### src/rtl/seq_divider.sv
// Sequential unsigned divider: restoring shift-subtract, one quotient bit
// per clock, MSB first. A zero divisor skips the iteration and reports
// quotient = all ones, remainder = low dividend bits, dbz = 1.
module seq_divider #(
    parameter int N = 8,
    parameter int M = 4
) (
    input  logic         clk,
    input  logic         rst,
    input  logic         start,
    input  logic [N-1:0] dividend,
    input  logic [M-1:0] divisor,
    output logic         busy,
    output logic         done,
    output logic [N-1:0] quotient,
    output logic [M-1:0] remainder,
    output logic         dbz
);

    localparam int CW = $clog2(N + 1);

    typedef enum logic [1:0] {
        IDLE = 2'd0,
        RUN  = 2'd1,
        DONE = 2'd2
    } state_t;

    state_t r_state;
    state_t w_state_nxt;

    // Working registers: r_acc holds the not-yet-consumed dividend bits in
    // its upper part and the quotient bits generated so far in its lower part.
    logic [N-1:0]  r_acc;
    logic [M-1:0]  r_dvs;
    logic [M-1:0]  r_prem;
    logic [CW-1:0] r_cnt;
    logic          r_zero;

    // Architectural results, only updated when a division completes.
    logic [N-1:0]  r_quotient;
    logic [M-1:0]  r_remainder;
    logic          r_dbz;
    logic          r_done;

    logic          w_accept;
    logic          w_load_run;
    logic          w_load_zero;
    logic [M:0]    w_part;
    logic          w_ge;
    logic [M-1:0]  w_diff;
    logic [M-1:0]  w_rem_nxt;
    logic [N-1:0]  w_acc_nxt;

    // One restoring step: bring down the next dividend bit and try to subtract.
    // When the trial succeeds the difference is below the divisor, so the low
    // M bits of the subtraction are exact.
    always_comb begin
        w_part    = {r_prem, r_acc[N-1]};
        w_ge      = (w_part >= {1'b0, r_dvs});
        w_diff    = w_part[M-1:0] - r_dvs;
        w_rem_nxt = w_ge ? w_diff : w_part[M-1:0];
        w_acc_nxt = {r_acc[N-2:0], w_ge};
    end

    // State register.
    always_ff @(posedge clk) begin
        if (rst) begin
            r_state <= IDLE;
        end else begin
            r_state <= w_state_nxt;
        end
    end

    // Next-state and load strobes. The zero-divisor path spends its first
    // DONE cycle loading the fixed result, then pulses done on the second.
    always_comb begin
        w_state_nxt = r_state;
        w_accept    = 1'b0;
        w_load_run  = 1'b0;
        w_load_zero = 1'b0;
        case (r_state)
            IDLE: begin
                if (start) begin
                    w_accept    = 1'b1;
                    w_state_nxt = (divisor == '0) ? DONE : RUN;
                end
            end
            RUN: begin
                if (r_cnt == CW'(N - 1)) begin
                    w_load_run  = 1'b1;
                    w_state_nxt = DONE;
                end
            end
            DONE: begin
                if (r_done) begin
                    w_state_nxt = IDLE;
                end else if (r_zero) begin
                    w_load_zero = 1'b1;
                end else begin
                    w_state_nxt = IDLE;
                end
            end
            default: begin
                w_state_nxt = IDLE;
            end
        endcase
    end

    // Iteration control: counter and captured zero-divisor flag.
    always_ff @(posedge clk) begin
        if (rst) begin
            r_cnt  <= '0;
            r_zero <= 1'b0;
        end else if (w_accept) begin
            r_cnt  <= '0;
            r_zero <= (divisor == '0);
        end else if (r_state == RUN) begin
            r_cnt  <= r_cnt + CW'(1);
        end
    end

    // Operand capture and shift-subtract datapath.
    always_ff @(posedge clk) begin
        if (w_accept) begin
            r_acc  <= dividend;
            r_dvs  <= divisor;
            r_prem <= '0;
        end else if (r_state == RUN) begin
            r_acc  <= w_acc_nxt;
            r_prem <= w_rem_nxt;
        end
    end

    // Result registers and done pulse; results change only alongside done.
    always_ff @(posedge clk) begin
        if (rst) begin
            r_quotient  <= '0;
            r_remainder <= '0;
            r_dbz       <= 1'b0;
            r_done      <= 1'b0;
        end else begin
            r_done <= 1'b0;
            if (w_load_run) begin
                r_quotient  <= w_acc_nxt;
                r_remainder <= w_rem_nxt;
                r_dbz       <= 1'b0;
                r_done      <= 1'b1;
            end else if (w_load_zero) begin
                r_quotient  <= '1;
                r_remainder <= r_acc[M-1:0];
                r_dbz       <= 1'b1;
                r_done      <= 1'b1;
            end
        end
    end

    assign busy      = (r_state == RUN);
    assign done      = r_done;
    assign quotient  = r_quotient;
    assign remainder = r_remainder;
    assign dbz       = r_dbz;

endmodule
### config.mk
export PLATFORM = sky130hd
export DESIGN_NAME = seq_divider
export DESIGN_NICKNAME = d
export VERILOG_FILES = /design/src/rtl/seq_divider.sv
export SDC_FILE = /design/constraint.sdc
export NUM_CORES = 1
export LEC_CHECK = 0
export CAP_MARGIN = 20
export CORE_ASPECT_RATIO = 1.75
export CORE_MARGIN = 5
export CORE_UTILIZATION = 56
export CTS_CLUSTER_SIZE = 30
export DETAILED_ROUTE_END_ITERATION = 6
export GPL_TIMING_DRIVEN = 0
export PLACE_DENSITY = 0.84
export SLEW_MARGIN = 30
export SYNTH_ARGS = -nofsm -noshare
export SYNTH_HDL_FRONTEND = slang
export SYNTH_SLANG_ARGS = --single-unit
### constraint.sdc
create_clock -name clk -period 3.5 [get_ports clk]
set_clock_uncertainty 0.05 [all_clocks]
set_input_delay 0.7 -clock clk [delete_from_list [all_inputs] [get_ports clk]]
set_output_delay 0.7 -clock clk [all_outputs]
set_load 0.02 [all_outputs]
==> results of run 1 <==
[final cells by class]
cell class / instances / area (um^2) / share of cell area [%]
timing repair buffer: 29 / 290.3 / 13.36
buffer: 9 / 47.55 / 2.189
clock buffer: 8 / 90.09 / 4.147
inverter: 8 / 30.03 / 1.382
tap: 42 / 52.55 / 2.419
multi-input combinational: 135 / 800.8 / 36.87
sequential: 37 / 860.8 / 39.63
[sequential cells by signal (all words and copies together) (netlist names)]
signal	cells
dbz	1
done	1
quotient	8
r_acc	8
r_cnt	4
r_dvs	4
r_prem	4
r_state	2
r_zero	1
remainder	4
[worst min path at each step]
| stage | end | startpoint | depth (start not counted) | slack (ns) |
|---|---|---|---|---|
| 6_report | r_prem[3]$_SDFFE_PP0P_ | r_prem[3]$_SDFFE_PP0P_ | 2 | 0.44 |
| 5_1_grt | r_zero$_SDFFE_PP0P_ | r_zero$_SDFFE_PP0P_ | 2 | 0.46 |
| 4_1_cts | dbz$_SDFFE_PP0P_ | dbz$_SDFFE_PP0P_ | 2 | 0.44 |
| 3_5_place_dp | dbz$_SDFFE_PP0P_ | dbz$_SDFFE_PP0P_ | 2 | 0.43 |
| 3_3_place_gp | r_prem[3]$_SDFFE_PP0P_ | r_prem[3]$_SDFFE_PP0P_ | 2 | 0.42 |
| 2_1_floorplan | r_prem[3]$_SDFFE_PP0P_ | r_prem[3]$_SDFFE_PP0P_ | 2 | 0.39 |
[per-layer routing]
layer | track usage [%] | vias to the layer above | wire [um]
met5 | 0 | - | 0
met4 | 9.547 | 0 | 88
li1 | - | 737 | -
met1 | 22.51 | 706 | 1513
met3 | 4.830 | 9 | 202
met2 | 41.01 | 43 | 2427
[cells in the final DEF (no fill, tap or decap), types with 6 or more instances in the layout]
cell	count
dfxtp_1	25
nor2_1	23
clkbuf_8	6
nand2_1	26
a21oi_1	8
edfxtp_1	12
nor3_1	22
inv_1	6
clkdlybuf4s50_1	29
[worst register-to-register path: cells and delay by family (launching register included)]
family                   cells  cell delay (ns)
buffers and inverters        1             0.04
AO/OA/AOI/OAI                3             0.80
adder cells (fa/ha/maj)      1             0.35
flip-flops                   1             0.32
AND/OR/NAND/NOR              1             0.19
[power by group]
part | switching, mW | leakage, nW | total (mW) | internal, mW
Sequential | 0.0435 | 0.322 | 0.551 | 0.508
Combinational | 0.216 | 0.515 | 0.346 | 0.129
Clock | 0.138 | 0.0455 | 0.298 | 0.160
Total | 0.398 | 0.882 | 1.20 | 0.798
[cell families after synthesis]
| group | Yosys count |
|---|---|
| AOI/OAI and AO/OA | 27 |
| xor gates and xnor gates | 4 |
| adders and majority gates | 6 |
| buffers and inverters | 17 |
| DFF | 37 |
| muxes | 4 |
| and+or+nand+nor | 94 |
[cells in the mapped netlist, types with 2 or more instances]
library cell	count	area, um^2
clkbuf_1	2	7.510
nor2_1	23	86.33
a21oi_1	8	40.04
a211oi_1	3	22.52
nand4_1	2	12.51
nand2_1	26	97.59
buf_4	2	15.01
or3_1	2	12.51
inv_2	2	7.510
ha_1	5	62.56
edfxtp_1	12	360.4
nand3_1	5	25.02
mux2i_1	4	40.04
or2_2	2	12.51
dfxtp_1	25	500.5
nand2b_1	3	18.77
nor3_1	22	110.1
xor2_1	3	26.28
buf_2	5	25.02
nor4_1	3	18.77
o21ai_0	5	25.02
inv_1	6	22.52
o211ai_1	3	22.52
==> summary.txt, run 1 <==
reg2reg path depth - 6
antenna fix cells - 0
Synth Flop Type - dfxtp_1
gr usage total - 22.23%
Final Util - 73.37%
final instance area - 2172 um^2
Synth Area in Compound Gates - 10.58%
post-DR wirelength/cell - 15.79 um
site row count - 26
Reg-to-Reg Start - r_dvs[2]$_DFFE_PP_
Max VDD drop - 0.4159 mV
Tot Pwr - 1.195 mW
drt total wl - 4231 um
Relative slew margins - 39.76%
EDFF count, synth - 12
nets in the synthesized netlist - 210
critical path type - reg -> out
Post-DRT Antenna Nets - 0
Mean Syn Cell Area - 9.202 um^2
post-synthesis sequential area ratio - 49.50%
DR vias/cell - 5.578
total grt overflow - 0
CTS tree - built
yosys warns - 0
Syn Std Cell Area - 1739 um^2
share of cells above drive strength 1 - 9.292%
critical-path cell list - nand2b_1, buf_2, inv_2, clkdlybuf4s50_1
htree depth - 2
Leakage - 0.8819 nW
placed inst area - 2082 um^2
Inst Count DP - 260
Data required, critical path - 2.75 ns
I/O Pins - 30
Post-Synthesis Cells - 189
clk root buf - clkbuf_8
GPL Wtd Cong - 0.9211
Levels on crit path - 4
largest net degree at the start of global routing - 14
Max FO, Critical Path - 10
Worst-path clk slew - 0.07 ns
Buf+Inv Stages, Crit Path - 3
cts hold-fix bufs - 0
pre-CTS WS - 1.108 ns
unrepaired setup endpoints after global routing - no
CTS buffer count - 5
Post-Synth Adder-Cell Area - 4.748%
Synth Area in XOR/XNOR - 2.014%
initial antenna violation count - 0
CP endpoint - busy
core area - 2960 um^2
DRC viols - 0
Least-Margin Pin Slew - 0.9002 ns
mux share of post-synthesis cell area - 2.302%
clk buf depth - 2
slowest cell delay on critical path - 0.63 ns
Max Clk Rate - 389.1 MHz
simple-gate share of the synthesized area - 26.40%
final hold slack - 0.4377 ns
Horiz. Die Dim - 52.13 um
slowest CP cell - clkdlybuf4s50_1
Setup TNS Final - 0 ns
CP delay by family, top - buffers and inverters
crit path from - r_state[0]$_SDFFE_PP0P_
period utilization - 73.43%
Initial Util - 58.75%
hold crit path type - reg -> reg
largest family of logic cells by synthesized area - simple AND/OR/NAND/NOR gates
crit end category - primary output
PnR worst setup slack - 0.9299 ns
final setup violation count - 0
first-pass GRT wire length - 7258 um
Final Hold Fails - 0
Pre-Repair DR Iteration Count - 4
Layout Nets - 246
post-CTS setup buffers - 0
pwr/cell area - 550.2 nW/um^2
Netlist cell types - 39
filler instances - 224
number of global-route vias before repair - 1573
Setup crit start kind - flip-flop
status - finished clean
Seq cells post-synth - 37
Syn-to-layout area delta - 24.89%
fin cells - 268
Max Cap Viol - 0
Worst-Skew Late Latency - 0.28 ns
Die ar. - 4364 um^2
hpwl dp - 3212 um
crit path DAT - 1.82 ns
fin. max-slew vios - 0
cts repair resizes - 0
Clock Sink Count - 37
Die Y-Extent - 83.72 um
share of flip-flops with an asynchronous set or reset - 0%
Tmin final - 2.570 ns
setup slack, reg-to-reg - 1.64 ns
via count - 1495
Buffers on Ports - 29
initial drt markers - 40
Critical R2R Capture - remainder[2]$_SDFFE_PP0P_
Power figures use the tool's default switching activity.
==> inputs of run 2 (changes only) <==
- CORE_UTILIZATION: 56 -> 47
- PLACE_DENSITY: 0.84 -> 0.75
- clock period: 3.5 -> 2.2 ns (I/O delays scaled with it)
==> run 2 against run 1 <==
Combinational power grew 59%. Cell count rose by 1.1%. Critical path type unchanged. First-iteration DRC count is 20% lower. Utilization down 13 points. Worst hold slack got worse by 0.0025 ns. Global-route usage is 6.1 points lower. Critical endpoint unchanged. Flip-flop and latch count stayed put. Sequential share of layout area shrank 0.068 points.
==> summary.txt, run 2 (synthesis results as in run 1) <==
Setup TNS Final - 0 ns (unchanged)
Relative slew margins - 45.39% (was 39.76%)
Internal Power - 1.259 mW (was 797.5 uW)
Inst Count DP - 264 (was 260)
Worst-Skew Late Latency - 0.29 ns (was 0.28 ns)
Horiz. Die Dim - 55.99 um (was 52.13 um)
drt total wl - 3962 um (was 4231 um)
clk buf depth - 2 (unchanged)
Tot Pwr - 1.910 mW (was 1.195 mW)
Layout Nets - 246 (unchanged)
CTS buffer count - 5 (unchanged)
Max VDD drop - 0.6368 mV (was 0.4159 mV)
Final Hold Fails - 0 (unchanged)
first-pass GRT wire length - 6479 um (was 7258 um)
Tmin final - 2.021 ns
pre-CTS WS - 0.09863 ns (was 1.108 ns)
Final Util - 60.57% (was 73.37%)
total grt overflow - 0 (unchanged)
final setup violation count - 0 (unchanged)
Setup crit start kind - flip-flop (unchanged)
Worst-path clk slew - 0.07 ns (about the same)
number of global-route vias before repair - 1406 (was 1573)
PnR worst setup slack - 0.1789 ns (was 0.9299 ns)
pwr/cell area - 878.0 nW/um^2 (was 550.2 nW/um^2)
largest net degree at the start of global routing - 14 (unchanged)
leading cell type in the layout, fill and taps excluded - clkdlybuf4s50_1 (unchanged)
switch share - 34.10% (was 33.27%)
Syn-to-layout area delta - 25.11% (was 24.89%)
DRC viols - 0 (unchanged)
Data required, critical path - 1.71 ns (was 2.75 ns)
Die Y-Extent - 90.47 um (was 83.72 um)
hpwl dp - 2928 um (was 3212 um)
Max Cap Viol - 0 (unchanged)
filler instances - 304 (was 224)
Die ar. - 5065 um^2 (was 4364 um^2)
I/O Pins - 30 (unchanged)
DR vias/cell - 5.299 (was 5.578)
Max FO, Critical Path - 10 (unchanged)
gr usage total - 16.14% (was 22.23%)
Initial Util - 48.42% (was 58.75%)
unrepaired setup endpoints after global routing - no (unchanged)
period utilization - 91.87%
clock power share - 25.4% (was 24.9%)
Clock Sink Count - 37 (unchanged)
site row count - 29 (was 26)
sequential power share - 45.7% (was 46.1%)
Pre-Repair DR Iteration Count - 5 (was 4)
initial drt markers - 32 (was 40)
initial antenna violation count - 0 (unchanged)
critical path type - reg -> out (unchanged)
share of cells above drive strength 1 - 9.778% (was 9.292%)
CTS tree - built (unchanged)
fin cells - 271 (was 268)
GPL Wtd Cong - 0.8565 (was 0.9211)
Least-Margin Pin Slew - 0.8161 ns (was 0.9002 ns)
antenna fix cells - 0 (unchanged)
clk root buf - clkbuf_8 (unchanged)
htree depth - 2 (unchanged)
final hold slack - 0.4352 ns (was 0.4377 ns)
Max Clk Rate - 494.8 MHz
crit end category - primary output (unchanged)
power share of the combinational group - 28.8% (was 28.9%)
core area - 3592 um^2 (was 2960 um^2)
fin. max-slew vios - 0 (unchanged)
Buffers on Ports - 29 (unchanged)
setup slack, reg-to-reg - 0.29 ns (was 1.64 ns)
post-CTS setup buffers - 0 (unchanged)
cts hold-fix bufs - 0 (unchanged)
placed inst area - 2087 um^2 (was 2082 um^2)
most frequent cells in the layout - clkdlybuf4s50_1 (28), nand2_1 (26), dfxtp_1 (25), nor2_1 (23), nor3_1 (22) (was clkdlybuf4s50_1 (29), nand2_1 (26), dfxtp_1 (25), nor2_1 (23), nor3_1 (22))
status - finished clean (unchanged)
P_sw - 651.4 uW (was 397.6 uW)
crit path DAT - 1.53 ns (was 1.82 ns)
hold crit path type - reg -> reg (unchanged)
post-DR wirelength/cell - 14.62 um (was 15.79 um)
final instance area - 2176 um^2 (was 2172 um^2)
Post-DRT Antenna Nets - 0 (unchanged)
via count - 1436 (was 1495)
Leakage - 0.8832 nW (was 0.8819 nW)
[run 2: cell types whose count changed in the layout (fill, tap and decap cells not counted), sizes merged]
cell	change
clkinvlp	+1
dlygate4sd2	+1
clkdlybuf4s50	-1
clkbuf	-2
[run 2: worst paths after layout]
check / from / end / cells past startpoint
max reg2reg: r_dvs[2]$_DFFE_PP_ / remainder[2]$_SDFFE_PP0P_ / 6
min: r_prem[3]$_SDFFE_PP0P_ / r_prem[3]$_SDFFE_PP0P_ / 2
min reg2reg: r_prem[3]$_SDFFE_PP0P_ / r_prem[3]$_SDFFE_PP0P_ / 2
max: r_state[0]$_SDFFE_PP0P_ / busy / 4
[run 2: metal layers]
metal  track usage, %  share of wire (%)
met1            18.24                 41
met2            28.22                 54
met5                0                  0
met3            3.433                3.1
met4            7.525                1.7
[run 2: final cells by class]
cell class / count / area [um^2] / area share [%]
multi-input combinational: 135 / 800.8 / 36.80
clock buffer: 6 / 82.58 / 3.795
tap: 46 / 57.56 / 2.645
clock inverter: 1 / 7.507 / 0.3450
inverter: 8 / 30.03 / 1.380
timing repair buffer: 29 / 289.0 / 13.28
sequential: 37 / 860.8 / 39.56
buffer: 9 / 47.55 / 2.185
[run 2: power groups by stage]
| stage | registers (mW) | clock network, mW | logic [mW] |
|---|---|---|---|
| 2_1_floorplan | 0.869 | 0 | 0.390 |
| 3_5_place_dp | 0.891 | 0 | 0.548 |
| 5_1_grt | 0.883 | 0.526 | 0.606 |
| 3_3_place_gp | 0.887 | 0 | 0.538 |
| 4_1_cts | 0.873 | 0.500 | 0.553 |
| 6_report | 0.874 | 0.485 | 0.551 |
[run 2: what timing repair did]
item / in CTS / in global routing
gates resized for setup: 1 / 0
endpoints found under the hold margin: 0 / 0
endpoints found under the setup margin: 1 / 0
[run 2: critical path, cell delays in order (launching register included)]
cell,delay [ns]
dfxtp_1,0.43
nand2b_1,0.09
buf_2,0.19
inv_2,0.16
dlygate4sd2_1,0.36
==> RTL change, RTL diff (flow settings as in run 1) <==
Encoding of `state_t`: now one-hot (3 bits for 3 states).
--- a/src/rtl/seq_divider.sv
+++ b/src/rtl/seq_divider.sv
@@ -19,10 +19,10 @@
 
     localparam int CW = $clog2(N + 1);
 
-    typedef enum logic [1:0] {
-        IDLE = 2'd0,
-        RUN  = 2'd1,
-        DONE = 2'd2
+    typedef enum logic [2:0] {
+        IDLE = 3'b001,
+        RUN  = 3'b010,
+        DONE = 3'b100
     } state_t;
 
     state_t r_state;
Formal check against the unedited RTL: no difference found for any inputs over 10 cycles, from zero or initial values and one cycle with rst high; not proved beyond that.
==> RTL change against run 1 <==
  * Utilization is 1.7 points lower
  * Register-to-register slack worse by 0.26 ns
  * Combinational power is 65% higher
  * Setup slack worse by 0.095 ns
  * Power is 28% higher
  * Final area is 2.6% higher
  * Routed wire length is 2.1% higher
  * Largest cell class unchanged
  * Hold slack worse by 0.021 ns
  * Sequential cell count is 1 higher
  * Critical path depth is 1 lower
  * Via count is 2.5% higher
  * Area after synthesis is 3.1% higher
==> RTL change: results (changes against run 1) <==
* H-tree depth at 2 (unchanged)
* Synth area leaders: dfxtp_1 29%, edfxtp_1 20%, nand2_1 5.7%
* Met3 Use GR at 3.69% (-1.1 points)
* Synth Instances at 191 (+1.1%)
* Post-synth EDFFs at 12 (unchanged)
* PwrDens at 689 nW/µm² (+25%)
* Final wirelength at 4.32 mm (+2.1%)
* Switch share at 37.6% (+4.4 points)
* Peak supply drop at 0.486 mV (+17%)
* Placed inst area at 2140 µm² (+2.6%)
* GRT Total Usage at 21.4% (-0.79 points)
* RePlAce Congestion at 0.820 (-11%)
* DRT iter0 DRCs at 37 (-7.5%)
* Hold Path Stages at 2 (unchanged)
* Met1 Use GR at 21.2% (-1.4 points)
* Combinational Power Share at 37.1% (+8.2 points)
* Placed wire-length estimate at 3.40 mm (+5.7%)
* Worst r2r path cells at 5 (-1)
* M2 GR Usage at 39.8% (-1.2 points)
* Sequential share of power at 43.0% (-3.1 points)
* Placed Cells at 263 (+1.2%)
* Layout cell share with drive strength beyond 1 at 7.89% (-1.4 points)
* Post-synth cell types at 49 (+26%)
* Post-synth top cells: 27 x nand2_1, 26 x dfxtp_1, 20 x nor2_1
* Relative slew slack at 55.1% (+15 points)
* Vias in the first global route at 1602 (+1.8%)
* DR vias at 1532 (+2.5%)
* Antenna diodes at 0 (unchanged)
* Status: complete, no violations
* Post-synthesis sequential area ratio at 49.1% (-0.37 points)
* WL per Instance at 15.9 µm (+0.97%)
* Nets at 248 (+0.81%)
* Die width at 52.8 µm (+1.2%)
* Cell leakage power at 0.853 nW (-3.3%)
* Syn_nets at 212 (+0.95%)
* Global-route wire length before repair at 7.16 mm (-1.3%)
* FILL cells at 264 (+18%)
* Crit Path Max Fanout at 10 (unchanged)
* Worst slack after detailed placement at 1.02 ns (-0.0853 ns)
-- RTL change: changes by cell type in the layout (fill, tap and decap cells not counted), sizes merged, moves of 3 or more --
cell,change
o22ai,+8
nor3,-14
buf,-3
nand4,+3
o211ai,-3
nand3,+5
nor2,-4
-- RTL change: final cells by class --
class                   instances  area [µm²]  share of cell area [%]
repair buffers                 29         290                    13.0
flip-flops and latches         38         881                    39.5
clock buffers                   7        86.3                    3.87
plain buffers                   7        43.8                    1.97
multi-input cells             137         835                    37.5
clock inverters                 1        5.00                   0.225
inverters                       9        33.8                    1.52
well taps                      43        53.8                    2.41
-- RTL change: routing by layer --
metal | vias to the layer above | part of all wire (%) | wire, µm
met3 | 16 | 3.0 | 131
met5 | - | 0 | 0
met4 | 0 | 4.3 | 184
li1 | 759 | - | -
met2 | 45 | 57 | 2450
met1 | 712 | 36 | 1560
-- RTL change: worst max-delay path: stages, from the launching register on --
cell and delay, ns:
dfxtp_1 0.37, or3b_4 0.44, inv_2 0.18, clkdlybuf4s50_1 0.64
-- RTL change: final timing paths --
path,startpoint,endpoint,slack (ns)
min,r_zero,r_zero,0.42
max,r_state[2],busy,0.83
max reg2reg,r_state[1],r_acc[5],1.38
min reg2reg,r_zero,r_zero,0.42
-- RTL change: cell families (layout without fill, tap and decap cells) --
logic type | Yosys count | in the layout | synth area share [%]
and+or+nand+nor | 85 | 85 | 23.2
AOI/OAI and AO/OA | 40 | 40 | 15.6
adders and majority gates | 6 | 6 | 4.61
buffers and inverters | 16 | 53 | 4.33
muxes | 2 | 2 | 1.12
DFF | 38 | 38 | 49.1
xor gates and xnor gates | 4 | 4 | 1.95
-- RTL change: through the flow --
stage	hold slack, ns	utilization, %
CTS	0.418	71.7
detailed placement	0.407	68.8
global placement	0.407	68.8
global route	0.459	71.7
finish	0.417	71.7
floorplan	0.395	-
